<file path="config.mk">
export PLATFORM = sky130hd
export DESIGN_NAME = qspi_read_scheduler
export DESIGN_NICKNAME = d
export VERILOG_FILES = /design/src/rtl/qspi_read_scheduler_pkg.sv /design/src/rtl/qspi_rr_arbiter.sv /design/src/rtl/qspi_read_scheduler.sv
export SDC_FILE = /design/constraint.sdc
export NUM_CORES = 1
export LEC_CHECK = 0
export CORE_MARGIN = 4
export CORE_UTILIZATION = 55
export CTS_CLUSTER_SIZE = 8
export DETAILED_ROUTE_END_ITERATION = 10
export GPL_TIMING_DRIVEN = 0
export PLACE_DENSITY = 0.95
export SYNTH_ARGS = -nofsm -noshare
export SYNTH_HDL_FRONTEND = slang
export SYNTH_SLANG_ARGS = --single-unit
</file>
<file path="constraint.sdc">
create_clock -name clk -period 7.05 [get_ports clk]
set_input_delay 1.41 -clock clk [delete_from_list [all_inputs] [get_ports clk]]
set_output_delay 1.41 -clock clk [all_outputs]
set_load 0.01 [all_outputs]
</file>
<file path="src/rtl/qspi_read_scheduler_pkg.sv">
// rtl/qspi_read_scheduler_pkg.sv - shared state encoding and word-size constant
package qspi_read_scheduler_pkg;

  typedef enum logic [1:0] {
    ST_IDLE  = 2'd0,
    ST_ISSUE = 2'd1,
    ST_WAIT  = 2'd2,
    ST_FIN   = 2'd3
  } state_t;

  localparam int WORD_BYTES = 4;

endpackage

</file>
<file path="src/rtl/qspi_rr_arbiter.sv">
// rtl/qspi_rr_arbiter.sv - round-robin grant search with registered last-grant pointer
module qspi_rr_arbiter #(
  parameter int NREQ = 2,
  parameter int IDW  = 1
) (
  input  logic            clk,
  input  logic            reset,
  input  logic [NREQ-1:0] req,
  input  logic            update,
  input  logic [IDW-1:0]  update_id,
  output logic            grant_valid,
  output logic [IDW-1:0]  grant_idx
);

  logic [IDW-1:0] last_grant;
  logic [IDW-1:0] probe;
  int             idx;

  // Pointer to the requester that most recently finished; reset makes requester 0 first
  always_ff @(posedge clk or posedge reset) begin
    if (reset) begin
      last_grant <= IDW'(NREQ - 1);
    end else if (update) begin
      last_grant <= update_id;
    end
  end

  // First set request bit searching upward from last_grant+1, wrapping modulo NREQ
  always_comb begin
    grant_valid = 1'b0;
    grant_idx   = '0;
    idx         = 0;
    probe       = '0;
    for (int k = 1; k <= NREQ; k++) begin
      idx   = (int'(last_grant) + k) % NREQ;
      probe = IDW'(idx);
      if (!grant_valid && req[probe]) begin
        grant_valid = 1'b1;
        grant_idx   = probe;
      end
    end
  end

endmodule

</file>
<file path="src/rtl/qspi_read_scheduler.sv">
// rtl/qspi_read_scheduler.sv - round-robin, boundary-aligned chunking read scheduler
module qspi_read_scheduler
  import qspi_read_scheduler_pkg::*;
#(
  parameter int NREQ      = 2,
  parameter int MAX_CHUNK = 64,
  parameter int IDW       = 1
) (
  input  logic                 clk,
  input  logic                 reset,
  input  logic [NREQ-1:0]      req_valid,
  input  logic [32*NREQ-1:0]   req_addr,
  input  logic [16*NREQ-1:0]   req_len,
  output logic [NREQ-1:0]      req_ready,
  output logic [NREQ-1:0]      req_done,
  output logic                 req_aborted,
  output logic                 eng_start,
  output logic [31:0]          eng_addr,
  output logic [15:0]          eng_size,
  input  logic                 eng_done,
  input  logic [7:0]           fifo_space,
  input  logic                 abort,
  output logic                 busy,
  output logic [IDW-1:0]       grant_id
);

  localparam int OFFW = $clog2(MAX_CHUNK);

  state_t         state;
  logic [31:0]    cur_addr;
  logic [16:0]    remaining;
  logic           abort_latch;
  logic           grant_valid;
  logic [IDW-1:0] grant_idx;
  logic [31:0]    sel_addr;
  logic [15:0]    sel_len;
  logic [16:0]    room;
  logic [16:0]    chunk;
  logic           fifo_ok;
  logic           abort_now;

  qspi_rr_arbiter #(
    .NREQ (NREQ),
    .IDW  (IDW)
  ) u_arb (
    .clk         (clk),
    .reset       (reset),
    .req         (req_valid),
    .update      (state == ST_FIN),
    .update_id   (grant_id),
    .grant_valid (grant_valid),
    .grant_idx   (grant_idx)
  );

  // Selected request fields, chunk size up to the next MAX_CHUNK boundary, FIFO room test
  always_comb begin
    sel_addr  = req_addr[32*grant_idx +: 32];
    sel_len   = req_len[16*grant_idx +: 16];
    room      = 17'(MAX_CHUNK) - {{(17-OFFW){1'b0}}, cur_addr[OFFW-1:0]};
    chunk     = (remaining < room) ? remaining : room;
    fifo_ok   = (17'(fifo_space) * 17'(WORD_BYTES)) >= chunk;
    abort_now = abort_latch | abort;
  end

  // Scheduler FSM with registered outputs
  always_ff @(posedge clk or posedge reset) begin
    if (reset) begin
      state       <= ST_IDLE;
      cur_addr    <= '0;
      remaining   <= '0;
      abort_latch <= 1'b0;
      req_ready   <= '0;
      req_done    <= '0;
      req_aborted <= 1'b0;
      eng_start   <= 1'b0;
      eng_addr    <= '0;
      eng_size    <= '0;
      busy        <= 1'b0;
      grant_id    <= '0;
    end else begin
      req_ready   <= '0;
      req_done    <= '0;
      req_aborted <= 1'b0;
      eng_start   <= 1'b0;
      case (state)
        ST_IDLE: begin
          if (grant_valid) begin
            req_ready[grant_idx] <= 1'b1;
            grant_id    <= grant_idx;
            cur_addr    <= sel_addr & ~32'(WORD_BYTES - 1);
            remaining   <= ({1'b0, sel_len} + 17'(WORD_BYTES - 1)) & ~17'(WORD_BYTES - 1);
            abort_latch <= 1'b0;
            busy        <= 1'b1;
            state       <= ST_ISSUE;
          end
        end
        ST_ISSUE: begin
          if (abort) abort_latch <= 1'b1;
          // A zero-length request passes through here so its done pulse lands two cycles after ready
          if (abort_now || remaining == 17'd0) begin
            state <= ST_FIN;
          end else if (fifo_ok) begin
            eng_start <= 1'b1;
            eng_addr  <= cur_addr;
            eng_size  <= chunk[15:0];
            state     <= ST_WAIT;
          end
        end
        ST_WAIT: begin
          if (abort) abort_latch <= 1'b1;
          if (eng_done) begin
            cur_addr  <= cur_addr + {16'd0, eng_size};
            remaining <= remaining - {1'b0, eng_size};
            if (remaining == {1'b0, eng_size} || abort_now) state <= ST_FIN;
            else                                            state <= ST_ISSUE;
          end
        end
        ST_FIN: begin
          req_done[grant_id] <= 1'b1;
          req_aborted        <= abort_latch && (remaining != 17'd0);
          busy               <= 1'b0;
          state              <= ST_IDLE;
        end
        default: state <= ST_IDLE;
      endcase
    end
  end

endmodule
</file>
==> impl_metrics.py <==
metrics = {
    "yosys": {
        "synth_area_per_cell_um2": 9.22,
        "distinct_cell_type_count_of_the_synthesized_netlist": 81,
        "share_of_synthesized_area_occupied_by_flip_flops_and_latches_pct": 35.5,
        "synth_seq_cells": 109,
        "synthArstFlopShare_pct": 100,
        "syn_area_um2": 7690,
        "area_share_of_the_largest_cell_type_after_synthesis_pct": 35.2,
        "ys_dominant_reg_cell": "dfrtp_1",
        "synth-edff-count": 0,
        "yosysTopAreaCell": "dfrtp_1",
        "post_synth_main_area_contributors": "dfrtp_1 (35%), ha_1 (8.3%), mux2_4 (6.4%)",
        "syn-instance-count": 834,
        "ys_warn_count": 0,
    },
    "timing": {
        "worst_hold_slack_ns": 0.495,
        "final_clock_skew_ns": 0.00801,
        "final.setup.tns_ns": 0,
        "finalWorstPathRequiredPeriod_ns": 4.72,
        "max_freq_ghz": 0.212,
        "setup_failing_eps_final": 0,
        "report.final.hold_viol_count": 0,
        "final.period_utilization_pct": 66.9,
        "finalMaxSlewViolations": 0,
        "slew_of_the_pin_with_the_lowest_slew_margin_ns": 0.842,
        "relSlewSlack_pct": 43.8,
        "final_critical_path_setup_slack_ns": 2.33,
        "grt_setup_unrepaired": "no",
    },
    "clocking": {
        "number_of_hold_repair_buffers_added_at_the_cts_stage": 0,
        "clk_path_buf_depth": 2,
        "cts_setup_buffers": 0,
        "cts-htree-levels": 3,
        "clock_sinks": 109,
        "cts_tree": "yes",
        "post_cts_resized": 0,
        "clock-root-buffer": "clkbuf_16",
        "numCtsBuffers": 9,
        "clock_insertion_delay_worst_skew_ns": 0.36,
        "clkSlewWorstSetupHoldPaths_ns": 0.07,
    },
    "cells_and_area": {
        "diodes": 0,
        "finish.utilization_pct": 73.2,
        "final.fill_count": 974,
        "register_area_um2": 2730,
        "area_added_between_synthesis_and_finish_pct": 28.0,
        "multi_input_area_um2": 4620,
        "finish.net_count": 1172,
        "final_layout_size_suffix_gt1_share_pct": 7.20,
    },
    "place": {
        "place.detailed.hpwl_um": 18200,
        "gp_congestion": 0.958,
        "place_worst_setup_slack_ns": 2.43,
        "io_buffers": 161,
    },
    "pwr": {
        "vdd_drop_max_uv": 267,
        "pwr_density_cell_nw_per_um2": 478,
        "power_mw": 4.70,
        "leakage_nw": 4.32,
    },
    "floorplanning": {
        "boundaryPins": 166,
        "row_count": 42,
        "fp.dieH_um": 126,
        "die-area_um2": 15900,
        "floorplan.core_area_um2": 13500,
        "chip_width_um": 126,
        "initial_utilization_pct": 57.1,
    },
    "worst_hold_path": {
        "holdPathEnd": "req_done[0]",
        "whs_path_depth": 1,
        "hold_path_class": "register to register",
        "worst_hold_startpoint": "grant_id",
    },
    "critical_path": {
        "worst_ep_arrival_time_ns": 4.96,
        "worstSetupPathType": "register to register",
        "critPathMaxFanout": 10,
        "worst-r2r-setup-slack_ns": 2.33,
        "worst_r2r_path_depth": 21,
        "timing.critical_path.from_type": "register",
        "regToRegEndpoint": "eng_addr[29]",
        "timing.critical_path.from": "cur_addr[1]",
        "end_kind": "register",
        "worst_r2r_startpoint": "cur_addr[1]",
        "cp.required_ns": 7.29,
    },
    "drt": {
        "finalWirelength_um": 24300,
        "starting_drt_drc_count": 992,
        "router_iterations_before_antenna_repair": 6,
        "routed_wire_length_per_instance_um": 20.4,
        "drc": 0,
        "detail_route.vias_per_cell": 6.26,
        "vias_after_detailed_routing": 7447,
        "final_antenna_net_count": 0,
    },
    "grt": {
        "groute.usage.overall_pct": 29.9,
        "number_of_antenna_violations_at_the_first_check_in_global_routing": 0,
        "grt_start_max_net_pins": 73,
        "globalRoute.totalOverflow": 0,
        "grt_pass1_wl_um": 38400,
        "first_global_vias": 7516,
    },
    "flow_run": {
        "drv_cap": 0,
    },
    "run_status": {
        "status": "completed",
    },
}
==> cell usage in the layout, fill, tap and decap left out, types with 13 or more instances in the layout <==
| cell type | instances |
|---|---|
| clkdlybuf4s50_1 | 161 |
| dfrtp_1 | 108 |
| nand2_1 | 100 |
| a21oi_1 | 72 |
| nor2_1 | 61 |
| ha_1 | 51 |
| o21ai_0 | 44 |
| inv_1 | 38 |
| mux2_4 | 33 |
| clkbuf_1 | 26 |
| mux2i_1 | 25 |
| nand3_1 | 24 |
| xnor2_1 | 22 |
| a21o_1 | 19 |
| xor2_1 | 15 |
| and3_1 | 13 |
==> state kept, by name, summed over array words and instances, names as in the netlist <==
name and count:
req_ready 2, abort_latch 1, req_done 2, cur_addr 32
remaining 17, eng_size 16, req_aborted 1, u_arb.last_grant 1
busy 1, eng_start 1, grant_id 1, state 2
eng_addr 32
==> worst max-delay path by stage <==
stage | endpoint | slack (ns)
2_1_floorplan | abort_latch | 2.77
3_3_place_gp | remaining[3] | 1.20
3_5_place_dp | eng_addr[29] | 2.43
4_1_cts | eng_addr[29] | 2.40
5_1_grt | eng_addr[26] | 1.98
6_report | eng_addr[29] | 2.33
==> cells by family after synthesis <==
kind of cell / after synthesis / synth area share [%]
multiplexers: 60 / 9.99
adder cells (fa/ha/maj): 54 / 8.97
other: 1 / 0.0488
AND/OR/NAND/NOR: 261 / 16.5
XOR/XNOR: 37 / 4.22
buffers and inverters: 72 / 4.56
AO/OA/AOI/OAI: 240 / 20.2
flip-flops: 109 / 35.5
==> stage by stage <==
step / instance area, µm² / std cells
6_report: 9840 / 1190
5_1_grt: 9840 / 1190
4_1_cts: 9840 / 1190
3_5_place_dp: 9560 / 1174
3_3_place_gp: 9530 / 1173
2_1_floorplan: 7690 / 836
==> final cells by class <==
class | instances | share of cell area, %
clock inverter | 3 | 0.470
tap | 176 | 2.24
multi-input combinational | 655 | 46.9
timing repair buffer | 162 | 16.7
sequential | 109 | 27.7
clock buffer | 13 | 2.44
inverter | 39 | 1.51
buffer | 33 | 2.07
==> power by group <==
group / total, mW / internal [mW] / switching [mW]
registers: 1.23 / 0.925 / 0.307
logic: 2.96 / 1.33 / 1.63
clock network: 0.507 / 0.277 / 0.230
total: 4.70 / 2.53 / 2.17
==> routing by layer <==
layer,share of wire (%),wire (µm),GRT usage [%],up-vias
li1,-,-,-,3376
met1,40,9680,38.9,3515
met2,46,11100,46.9,479
met3,10,2510,7.07,77
met4,4.1,991,14.7,0
met5,0,0,0,-
==> synth_stat cells, types with 6 or more instances <==
library cell and count:
dfrtp_1 108, nand2_1 100, a21oi_1 72, nor2_1 61, ha_1 51, o21ai_0 44
inv_1 39, mux2_4 33, mux2i_1 25, nand3_1 24, clkbuf_1 22, xnor2_1 22
a21o_1 19, xor2_1 15, and3_1 13, a31oi_1 12, nor3_1 12, a211oi_1 9
o21a_1 9, o21ai_1 9, nand4_1 8, o211ai_1 7, and2_1 6
==> critical path, cell delays in order, from the launching register on <==
cell	delay, ns
dfrtp_1	0.45
inv_1	0.12
ha_1	0.32
inv_1	0.07
ha_1	0.20
or3b_1	0.38
a21oi_1	0.16
maj3_2	0.25
o21a_1	0.16
clkbuf_1	0.33
nor2_1	0.09
a21oi_1	0.23
ha_1	0.19
nand4_1	0.11
nor2_1	0.17
o2111a_1	0.22
a311oi_2	0.05
o21bai_2	0.24
nor2b_4	0.20
buf_6	0.15
buf_12	0.17
mux2_4	0.31
No activity file was read; power rests on OpenSTA's default activity.
